**src/rtl/epp_pkg.sv**
```systemverilog
// Shared constants for the EPP register block: register map, address-valid mask,
// arbiter state encoding and the address-decode helper.
package epp_pkg;

  localparam int DATA_W    = 8;
  localparam int NUM_STORE = 14;

  localparam logic [7:0] ADDR_CFG0       = 8'h00;
  localparam logic [7:0] ADDR_CFG1       = 8'h01;
  localparam logic [7:0] ADDR_STATUS     = 8'h0E;
  localparam logic [7:0] ADDR_CMD        = 8'h0F;
  localparam logic [7:0] ADDR_VALID_MASK = 8'hF0;

  localparam logic [1:0] ST_IDLE = 2'd0;
  localparam logic [1:0] ST_HOST = 2'd1;
  localparam logic [1:0] ST_APP  = 2'd2;

  function automatic logic addr_valid(input logic [7:0] a);
    return (a & ADDR_VALID_MASK) == 8'h00;
  endfunction

endpackage

```
**src/rtl/epp_sync_edge.sv**
```systemverilog
// Two-flop synchronizer with falling-edge detect. Flops reset high so reset
// release never fabricates an edge from the reset value alone.
module epp_sync_edge (
  input  logic clk,
  input  logic rst_n,
  input  logic async_in,
  output logic level,
  output logic fall,
  output logic settled
);

  logic       s1;
  logic       s2;
  logic       prev;
  logic [1:0] settle;

  always_ff @(posedge clk or negedge rst_n) begin
    if (!rst_n) begin
      s1     <= 1'b1;
      s2     <= 1'b1;
      prev   <= 1'b1;
      settle <= 2'b00;
    end else begin
      s1     <= async_in;
      s2     <= s1;
      prev   <= s2;
      settle <= {settle[0], 1'b1};
    end
  end

  // settled goes high once s2 reflects a real sample rather than its reset value
  assign level   = s2;
  assign fall    = prev & ~s2;
  assign settled = settle[1];

endmodule

```
**src/rtl/epp_reg_arbiter.sv**
```systemverilog
// EPP host / application register file with a fair two-way arbiter.
// Host strobes are synchronized, latched in a one-deep pending slot and served by the FSM.
module epp_reg_arbiter
  import epp_pkg::*;
#(
  parameter int CLK_MIN_MHZ = 25
) (
  input  logic              clk,
  input  logic              rst_n,
  input  logic              stb_data,
  input  logic              ctrl_wr,
  input  logic [7:0]        bus_addr,
  input  logic [DATA_W-1:0] bus_out,
  output logic [DATA_W-1:0] bus_in,
  input  logic              app_req,
  input  logic              app_wr,
  input  logic [7:0]        app_addr,
  input  logic [DATA_W-1:0] app_wdata,
  output logic              app_ack,
  output logic [DATA_W-1:0] app_rdata,
  input  logic [DATA_W-1:0] status_in,
  output logic [DATA_W-1:0] cfg0,
  output logic [DATA_W-1:0] cfg1,
  output logic              cmd_stb,
  output logic [DATA_W-1:0] cmd_code
);

  if (CLK_MIN_MHZ <= 0) begin : g_clk_check
    $error("CLK_MIN_MHZ must be positive");
  end

  logic              stb_level;
  logic              stb_fall;
  logic              stb_settled;
  logic              ctrl_s1;
  logic              ctrl_s2;
  logic              armed;
  logic              host_edge;

  logic              pend_vld;
  logic              pend_rd;
  logic [7:0]        pend_addr;
  logic [DATA_W-1:0] pend_data;

  logic [1:0]        state;
  logic [1:0]        state_nxt;
  logic              last_app;
  logic              app_go;

  logic              acc_en;
  logic              acc_wr;
  logic [7:0]        acc_addr;
  logic [DATA_W-1:0] acc_wdata;
  logic              store_hit;

  logic [DATA_W-1:0] regs [0:NUM_STORE-1];

  epp_sync_edge u_stb_sync (
    .clk      (clk),
    .rst_n    (rst_n),
    .async_in (stb_data),
    .level    (stb_level),
    .fall     (stb_fall),
    .settled  (stb_settled)
  );

  always_ff @(posedge clk or negedge rst_n) begin
    if (!rst_n) begin
      ctrl_s1 <= 1'b1;
      ctrl_s2 <= 1'b1;
      armed   <= 1'b0;
    end else begin
      ctrl_s1 <= ctrl_wr;
      ctrl_s2 <= ctrl_s1;
      armed   <= armed | (stb_level & stb_settled);
    end
  end

  assign host_edge = stb_fall & armed;

  // A newer strobe overwrites the slot even if it is still full
  always_ff @(posedge clk or negedge rst_n) begin
    if (!rst_n) begin
      pend_vld  <= 1'b0;
      pend_rd   <= 1'b0;
      pend_addr <= '0;
      pend_data <= '0;
    end else if (host_edge) begin
      pend_vld  <= 1'b1;
      pend_rd   <= ctrl_s2;
      pend_addr <= bus_addr;
      pend_data <= bus_out;
    end else if (state == ST_HOST) begin
      pend_vld  <= 1'b0;
    end
  end

  // The cycle showing app_ack is not a fresh request; a level held past it is
  assign app_go = app_req & ~app_ack;

  always_comb begin
    state_nxt = ST_IDLE;
    if (state == ST_IDLE) begin
      if (pend_vld && app_go) state_nxt = last_app ? ST_HOST : ST_APP;
      else if (pend_vld)      state_nxt = ST_HOST;
      else if (app_go)        state_nxt = ST_APP;
    end
  end

  always_ff @(posedge clk or negedge rst_n) begin
    if (!rst_n) begin
      state    <= ST_IDLE;
      last_app <= 1'b1;
    end else begin
      state <= state_nxt;
      if (state_nxt == ST_HOST) last_app <= 1'b0;
      else if (state_nxt == ST_APP) last_app <= 1'b1;
    end
  end

  always_comb begin
    acc_en    = 1'b0;
    acc_wr    = 1'b0;
    acc_addr  = '0;
    acc_wdata = '0;
    if (state == ST_HOST) begin
      acc_en    = 1'b1;
      acc_wr    = ~pend_rd;
      acc_addr  = pend_addr;
      acc_wdata = pend_data;
    end else if (state == ST_APP) begin
      acc_en    = 1'b1;
      acc_wr    = app_wr;
      acc_addr  = app_addr;
      acc_wdata = app_wdata;
    end
  end

  assign store_hit = addr_valid(acc_addr) && (acc_addr[3:0] < ADDR_STATUS[3:0]);

  function automatic logic [DATA_W-1:0] reg_read(input logic [7:0] a);
    logic [DATA_W-1:0] r;
    r = '0;
    if (addr_valid(a)) begin
      if (a == ADDR_STATUS)   r = status_in;
      else if (a == ADDR_CMD) r = cmd_code;
      else                    r = regs[a[3:0]];
    end
    return r;
  endfunction

  always_ff @(posedge clk or negedge rst_n) begin
    if (!rst_n) begin
      for (int i = 0; i < NUM_STORE; i++) regs[i] <= '0;
    end else if (acc_en && acc_wr && store_hit) begin
      regs[acc_addr[3:0]] <= acc_wdata;
    end
  end

  always_ff @(posedge clk or negedge rst_n) begin
    if (!rst_n) begin
      bus_in    <= '0;
      app_ack   <= 1'b0;
      app_rdata <= '0;
      cmd_stb   <= 1'b0;
      cmd_code  <= '0;
    end else begin
      app_ack <= (state == ST_APP);
      cmd_stb <= 1'b0;
      if (state == ST_HOST && pend_rd) bus_in <= reg_read(pend_addr);
      if (state == ST_APP) app_rdata <= reg_read(app_addr);
      if (acc_en && acc_wr && acc_addr == ADDR_CMD) begin
        cmd_stb  <= 1'b1;
        cmd_code <= acc_wdata;
      end
    end
  end

  assign cfg0 = regs[ADDR_CFG0[3:0]];
  assign cfg1 = regs[ADDR_CFG1[3:0]];

endmodule

```
**config.mk**
```make
export PLATFORM = sky130hd
export DESIGN_NAME = epp_reg_arbiter
export DESIGN_NICKNAME = d
export VERILOG_FILES = /design/src/rtl/epp_pkg.sv /design/src/rtl/epp_sync_edge.sv /design/src/rtl/epp_reg_arbiter.sv
export SDC_FILE = /design/constraint.sdc
export NUM_CORES = 1
export LEC_CHECK = 0
export CAP_MARGIN = 20
export CORE_MARGIN = 2
export CORE_UTILIZATION = 55
export CTS_BUF_LIST = sky130_fd_sc_hd__clkbuf_8
export CTS_CLUSTER_DIAMETER = 80
export DETAILED_ROUTE_END_ITERATION = 6
export PLACE_DENSITY = 0.77
export SLEW_MARGIN = 5
export SYNTH_ARGS = -nofsm -noshare
export SYNTH_HDL_FRONTEND = slang
export SYNTH_SLANG_ARGS = --single-unit
```
**constraint.sdc**
```tcl
create_clock -name clk -period 4.7 [get_ports clk]
set_input_delay 1.41 -clock clk [delete_from_list [all_inputs] [get_ports clk]]
set_output_delay 1.41 -clock clk [all_outputs]
set_load 0.03 [all_outputs]
```
==> results of run 1 <==
==> cells by family (layout without fill, tap and decap cells) <==
family	count (synthesis)	after routing	share of synthesized area [%]
AOI/OAI and AO/OA	127	127	9.608
other	1	1	0.04096
adders and majority gates	4	4	0.5467
and+or+nand+nor	121	121	8.761
DFF	167	167	45.73
buffers and inverters	75	158	3.950
muxes	219	219	31.37
==> power by group through the flow <==
stage / combinational, mW / sequential, mW / clock [mW]
after floorplan: 0.958 / 1.81 / 0
after global placement: 1.43 / 1.83 / 0
after detailed placement: 1.46 / 1.85 / 0
after CTS: 1.47 / 1.82 / 1.04
after global routing: 1.58 / 1.85 / 1.10
final: 1.50 / 1.83 / 1.03
==> placed cells by master, fill, tap and decap left out, types with 11 or more instances in the layout <==
cell type / count
a21oi_1: 20
buf_4: 27
clkbuf_8: 19
clkdlybuf4s50_1: 85
dfrtp_1: 160
inv_1: 12
mux2_2: 153
mux2i_1: 27
mux4_2: 39
nand2_1: 24
nor2_1: 12
nor2b_1: 20
nor3_1: 14
nor3_4: 11
o21ai_0: 36
o221ai_1: 17
==> state kept, by name, indices dropped and copies added, names as in the netlist, 2 cells and up <==
register / count
regs: 96
app_rdata: 8
bus_in: 8
cfg0: 8
cfg1: 8
cmd_code: 8
pend_addr: 8
pend_data: 8
state: 2
u_stb_sync.settle: 2
==> per-layer routing <==
layer,up-vias,wire (microns),global-route usage (%)
li1,2857,-,-
met1,3440,10170,38.74
met2,352,12250,47.93
met3,84,2229,8.046
met4,0,1260,17.14
met5,-,0,0
==> layout make-up <==
cell class | instances | area share, %
inverters | 11 | 0.3897
repair buffers | 115 | 10.28
flip-flops and latches | 167 | 39.52
clock buffers | 19 | 2.468
multi-input cells | 472 | 43.48
well taps | 220 | 2.598
clock inverters | 13 | 1.263
==> synth_stat cells, types with 5 or more instances <==
library cell,instances,share of area [%]
dfrtp_1,161,44
mux2_2,153,19
mux4_2,39,9.6
o21ai_0,36,2.0
clkbuf_1,34,1.4
mux2i_1,27,3.0
nand2_1,24,0.98
a21oi_1,20,1.1
nor2b_1,20,1.4
buf_4,17,1.4
o221ai_1,17,1.6
nor3_1,14,0.77
nor2_1,12,0.49
nor3_4,11,2.0
inv_1,10,0.41
nand2b_1,10,0.68
a211oi_1,9,0.74
a221o_1,7,0.77
buf_2,7,0.38
a221oi_1,6,0.57
dfstp_2,6,1.7
a2111oi_0,5,0.48
and2_1,5,0.34
buf_1,5,0.21
o311ai_0,5,0.48
==> final timing paths <==
path | end | slack (ns) | depth (start not counted)
setup / recovery | cmd_code[6] | 1.06 | 6
hold / removal | u_stb_sync.settle[1] | 0.37 | 0
setup reg to reg | cmd_code[6] | 1.48 | 8
hold reg to reg | u_stb_sync.settle[1] | 0.37 | 0
max in group asynchronous | u_stb_sync.s1 | 2.68 | 2
min in group asynchronous | pend_data[6] | 0.98 | 1
==> worst max-delay path, cell delays in order <==
cell and delay, ns:
clkdlybuf4s50_1 0.39, or4b_1 0.60, o32a_1 0.36, buf_4 0.25
nor3_4 0.57, mux2_2 0.41
==> stage by stage <==
step           instances  hold WS [ns]
2_1_floorplan        714        0.3312
3_3_place_gp         984        0.3342
3_5_place_dp         984        0.3541
4_1_cts             1016        0.3674
5_1_grt             1017        0.3624
6_report            1017        0.3670
==> run_results.csv, run 1 <==
group,metric,value,unit
route,dr.pass1.iters,6,
die,dieWidth,133.0,microns
power,power,4.354,mW
logic_synthesis,yosysUniqueCellTypes,52,
cts,clkTransAtPathRegs,0.09,ns
grt,grt_pass1_vias,6992,
placed_design,dp_hpwl,17800,microns
grt,grt_max_degree,92,
timing,slew_viol_final,0,
timing,hold_viol,0,
timing,setup_ws,1.059,ns
power,p_sw,1.634,mW
timing,fmax,274.6,MHz
placed_design,gp_congestion,1.044,
cts,cts_resized,0,
cells_and_area,nets,834,
die,core,16410,sq um
route,dr.first_iter.drc_count,646,
power,vdd_ir_drop_max,0.2351,mV
timing,period_needed,3.641,ns
timing,fin_setup_tns,0,ns
power,seqPwrFrac,41.9,%
timing,min_period_over_period,77.47,%
critical_path,cp_data_arrival_time,4.00,ns
die,start_util,55.80,%
placed_design,pre_cts_ws,0.6417,ns
cells_and_area,fill_cells,1240,
run,drv_cap,0,
route,detail-route-antenna-nets,0,
critical_path,crit_start,"app_addr[4]",
grt,antenna_found_initial,0,
cells_and_area,multi_input_area,4607,sq um
critical_path,path_max_fanout,15,
critical_path,path_class,"in -> reg",
cts,ctsHoldBuffers,0,
grt,grt_pass1_wl,40370,microns
die,dieArea,17690,sq um
logic_synthesis,avgSynthCellArea,12.82,sq um
logic_synthesis,synth_cells,714,
logic_synthesis,ys_async_sr_fraction,100.0,%
die,die_h,133.0,microns
timing,max_slew_margin,29.57,%
cts,cts.sinks,167,
route,wl,25910,microns
logic_synthesis,syn_nets,764,
cells_and_area,ff_latch_area,4188,sq um
cells_and_area,syn2layout_area_growth,15.74,%
power,combPwrFrac,34.5,%
placed_design,dpl-instance-area,10190,sq um
logic_synthesis,synth_seq_area_share,45.73,%
logic_synthesis,ys_ff_latch,167,
route,vias,6733,
cells_and_area,postLayoutCellArea,10600,sq um
critical_path,cp-start-kind,"input port",
cts,numCtsBuffers,17,
route,via_per_inst,6.620,
critical_path,worstReg2RegStart,"state[0]",
cts,post_cts_buffers,0,
timing,final.setup_skew,0.01304,ns
power,swShare,37.54,%
cts,htreeDepth,4,
die,num_rows,47,
cts,cts_tree,"built",
power,p_per_area,410.9,nW/um^2
cells_and_area,num_antenna_cells,0,
hold_path,min_path_type,"reg -> reg",
timing,worst_slew_pin_slew,1.056,ns
hold_path,min-delay-start,"u_stb_sync.settle[0]",
grt,grt_overflow_total,0,
cells_and_area,post-route-util,64.58,%
cts,clk_latency,0.47,ns
route,drt-wirelength-per-cell,25.47,microns
logic_synthesis,ys.warnings.count,0,
critical_path,required,5.06,ns
route,remaining_drc_errors,0,
logic_synthesis,synth_area,9155,sq um
critical_path,end_kind,"flip-flop",
grt,grt_use_total,30.53,%
power,leakage,4.679,nW
status,status,"complete, no violations",
timing,setup_viol,0,
placed_design,portBuffers,87,
logic_synthesis,ys.flop_type,"dfrtp_1",
logic_synthesis,synth_edf_count,0,
cells_and_area,final_layout_size_suffix_gt1_share,34.50,%
power,pwr-share-clk,23.6,%
die,io_pins,88,
cts,clock_path_buffers,2,
timing,rsz0062_at_grt,"no",
cts,root_buffer,"clkbuf_8",
power,p_int,2.720,mW
No activity file was read; power rests on OpenSTA's default activity.
==> run 2: changes to the inputs <==
==> constraint.sdc (replaced) <==
create_clock -name clk -period 3.5 [get_ports clk]
set_input_delay 1.05 -clock clk [delete_from_list [all_inputs] [get_ports clk]]
set_output_delay 1.05 -clock clk [all_outputs]
set_load 0.03 [all_outputs]
==> run_results.csv, run 2 (synthesis results as in run 1) <==
group,metric,value,unit
die,dieArea,17690,sq um
timing,fmax,331.8,MHz
cts,cts_resized,0,
power,vdd_ir_drop_max,0.3568,mV
critical_path,path_max_fanout,15,
timing,fin_setup_tns,0,ns
grt,grt_pass1_vias,7246,
hold_path,min_path_type,"reg -> reg",
timing,setup_viol,0,
timing,hold_viol,0,
cts,clock_path_buffers,2,
power,swShare,37.13,%
cts,cts_tree,"built",
power,pwr-share-clk,24.5,%
cells_and_area,num_antenna_cells,0,
route,dr.first_iter.drc_count,602,
power,p_sw,2.239,mW
timing,slew_viol_final,0,
cells_and_area,nets,861,
die,start_util,55.80,%
critical_path,worst-r2r-setup-slack,0.73,ns
timing,rsz0062_at_grt,"no",
route,drt-wirelength-per-cell,25.67,microns
critical_path,cp_num_buf_inv,3,
critical_path,required,3.85,ns
critical_path,cp_slowest_cell,"or4b_1",
critical_path,worstReg2RegStart,"state[0]",
cts,post_cts_buffers,0,
power,combPwrFrac,35.1,%
placed_design,gp_congestion,0.9817,
route,remaining_drc_errors,0,
timing,max_slew_margin,28.93,%
power,p_per_area,549.9,nW/um^2
cts,cts.sinks,167,
critical_path,max_stage_delay,0.55,ns
placed_design,placed_cells,1011,
cells_and_area,syn2layout_area_growth,19.79,%
cells_and_area,largest-register,"regs",
cells_and_area,fill_cells,1174,
critical_path,crit_start,"app_addr[4]",
cells_and_area,final_cells,1044,
cts,htreeDepth,4,
cells_and_area,largest_reg_flops,96,
critical_path,end_kind,"flip-flop",
grt,grt_overflow_total,0,
cells_and_area,mostFrequentLayoutCell,"dfrtp_1",
cts,clkTransAtPathRegs,0.09,ns
grt,grt_max_degree,70,
route,wl,26800,microns
timing,min_period_over_period,86.11,%
grt,grt_use_total,31.29,%
placed_design,portBuffers,87,
die,core,16410,sq um
timing,period_needed,3.014,ns
critical_path,path_cells,"clkdlybuf4s50_1 > or4b_1 > o32a_1 > buf_12 > nor3_2 > buf_4 > mux2_2",
grt,antenna_found_initial,0,
die,dieWidth,133.0,microns
cts,ctsHoldBuffers,0,
placed_design,dp_hpwl,19270,microns
route,detail-route-antenna-nets,0,
critical_path,cpLargestDelayFamily,"buffers and inverters",
hold_path,min-delay-start,"u_stb_sync.settle[0]",
power,seqPwrFrac,40.4,%
cells_and_area,final_layout_size_suffix_gt1_share,36.65,%
run,drv_cap,0,
grt,grt_pass1_wl,41620,microns
status,status,"complete, no violations",
die,die_h,133.0,microns
cts,clk_latency,0.47,ns
die,num_rows,47,
power,leakage,4.864,nW
critical_path,cp_data_arrival_time,3.37,ns
cts,numCtsBuffers,17,
timing,worst_slew_pin_slew,1.059,ns
power,p_int,3.792,mW
die,io_pins,88,
cts,root_buffer,"clkbuf_8",
critical_path,cp-start-kind,"input port",
critical_path,path_class,"in -> reg",
route,dr.pass1.iters,6,
timing,final.setup_skew,0.01508,ns
route,vias,6875,
cells_and_area,layout_common_cells,"dfrtp_1, mux2_2, clkdlybuf4s50_1, buf_4, mux4_2",
route,via_per_inst,6.585,
-- run 2: cell count changes in the layout (fill, tap and decap cells not counted) --
cell	before	now
buf_4	27	43
buf_12	1	12
clkinv_4	3	1
clkbuf_8	19	20
clkinv_2	2	1
bufinv_16	2	3
inv_6	0	1
-- run 2: power groups by stage --
stage | registers (mW) | clock network [mW] | logic, mW
2_1_floorplan | 2.43 | 0 | 1.29
3_5_place_dp | 2.47 | 0 | 2.08
5_1_grt | 2.47 | 1.58 | 2.22
6_report | 2.44 | 1.48 | 2.11
3_3_place_gp | 2.44 | 0 | 2.02
4_1_cts | 2.43 | 1.50 | 2.09
-- run 2: final timing paths --
check | to | cells past startpoint
worst max-delay path | regs[74] | 7
worst min-delay path | u_stb_sync.settle[1] | 0
worst max register to register | regs[44] | 8
worst min register to register | u_stb_sync.settle[1] | 0
max in group asynchronous | regs[87] | 2
min in group asynchronous | pend_data[1] | 1
-- run 2: routing by layer --
| metal | vias up | track usage [%] | routed length [microns] |
|---|---|---|---|
| met5 | - | 0 | 0 |
| met4 | 0 | 15.23 | 1237 |
| met3 | 83 | 6.820 | 1886 |
| met2 | 361 | 51.07 | 13020 |
| met1 | 3530 | 39.91 | 10660 |
| li1 | 2901 | - | - |
-- run 2: stage by stage --
stage | setup slack, ns | hold WS, ns | cell area (sq um) | total power [mW] | utilization, %
after floorplan | 0.3784 | 0.3312 | 9155 | 3.714 | -
after global placement | 0.05994 | 0.3333 | 10530 | 4.461 | 64.16
after detailed placement | 0.01956 | 0.3395 | 10530 | 4.548 | 64.20
after CTS | 0.5090 | 0.3598 | 10960 | 6.017 | 66.80
after global routing | 0.4065 | 0.3597 | 10970 | 6.271 | 66.84
final | 0.4862 | 0.3590 | 10970 | 6.031 | 66.84
-- run 2: cell type report --
| class | instances | area [sq um] | share of cell area [%] |
|---|---|---|---|
| Clock buffer | 20 | 275.3 | 2.510 |
| Timing Repair Buffer | 142 | 1430 | 13.04 |
| Inverter | 11 | 41.29 | 0.3765 |
| Clock inverter | 12 | 150.1 | 1.369 |
| Sequential cell | 167 | 4188 | 38.19 |
| Multi-Input combinational cell | 472 | 4607 | 42.01 |
| Tap cell | 220 | 275.3 | 2.510 |
-- run 2: worst reg2reg max path, cell delays in order, from the launching register on --
cell and delay, ns:
dfrtp_1 0.42, inv_1 0.10, ha_1 0.21, buf_4 0.31, nor4bb_1 0.44, o211ai_1 0.38
nor3_4 0.31, buf_12 0.16, mux2_2 0.34
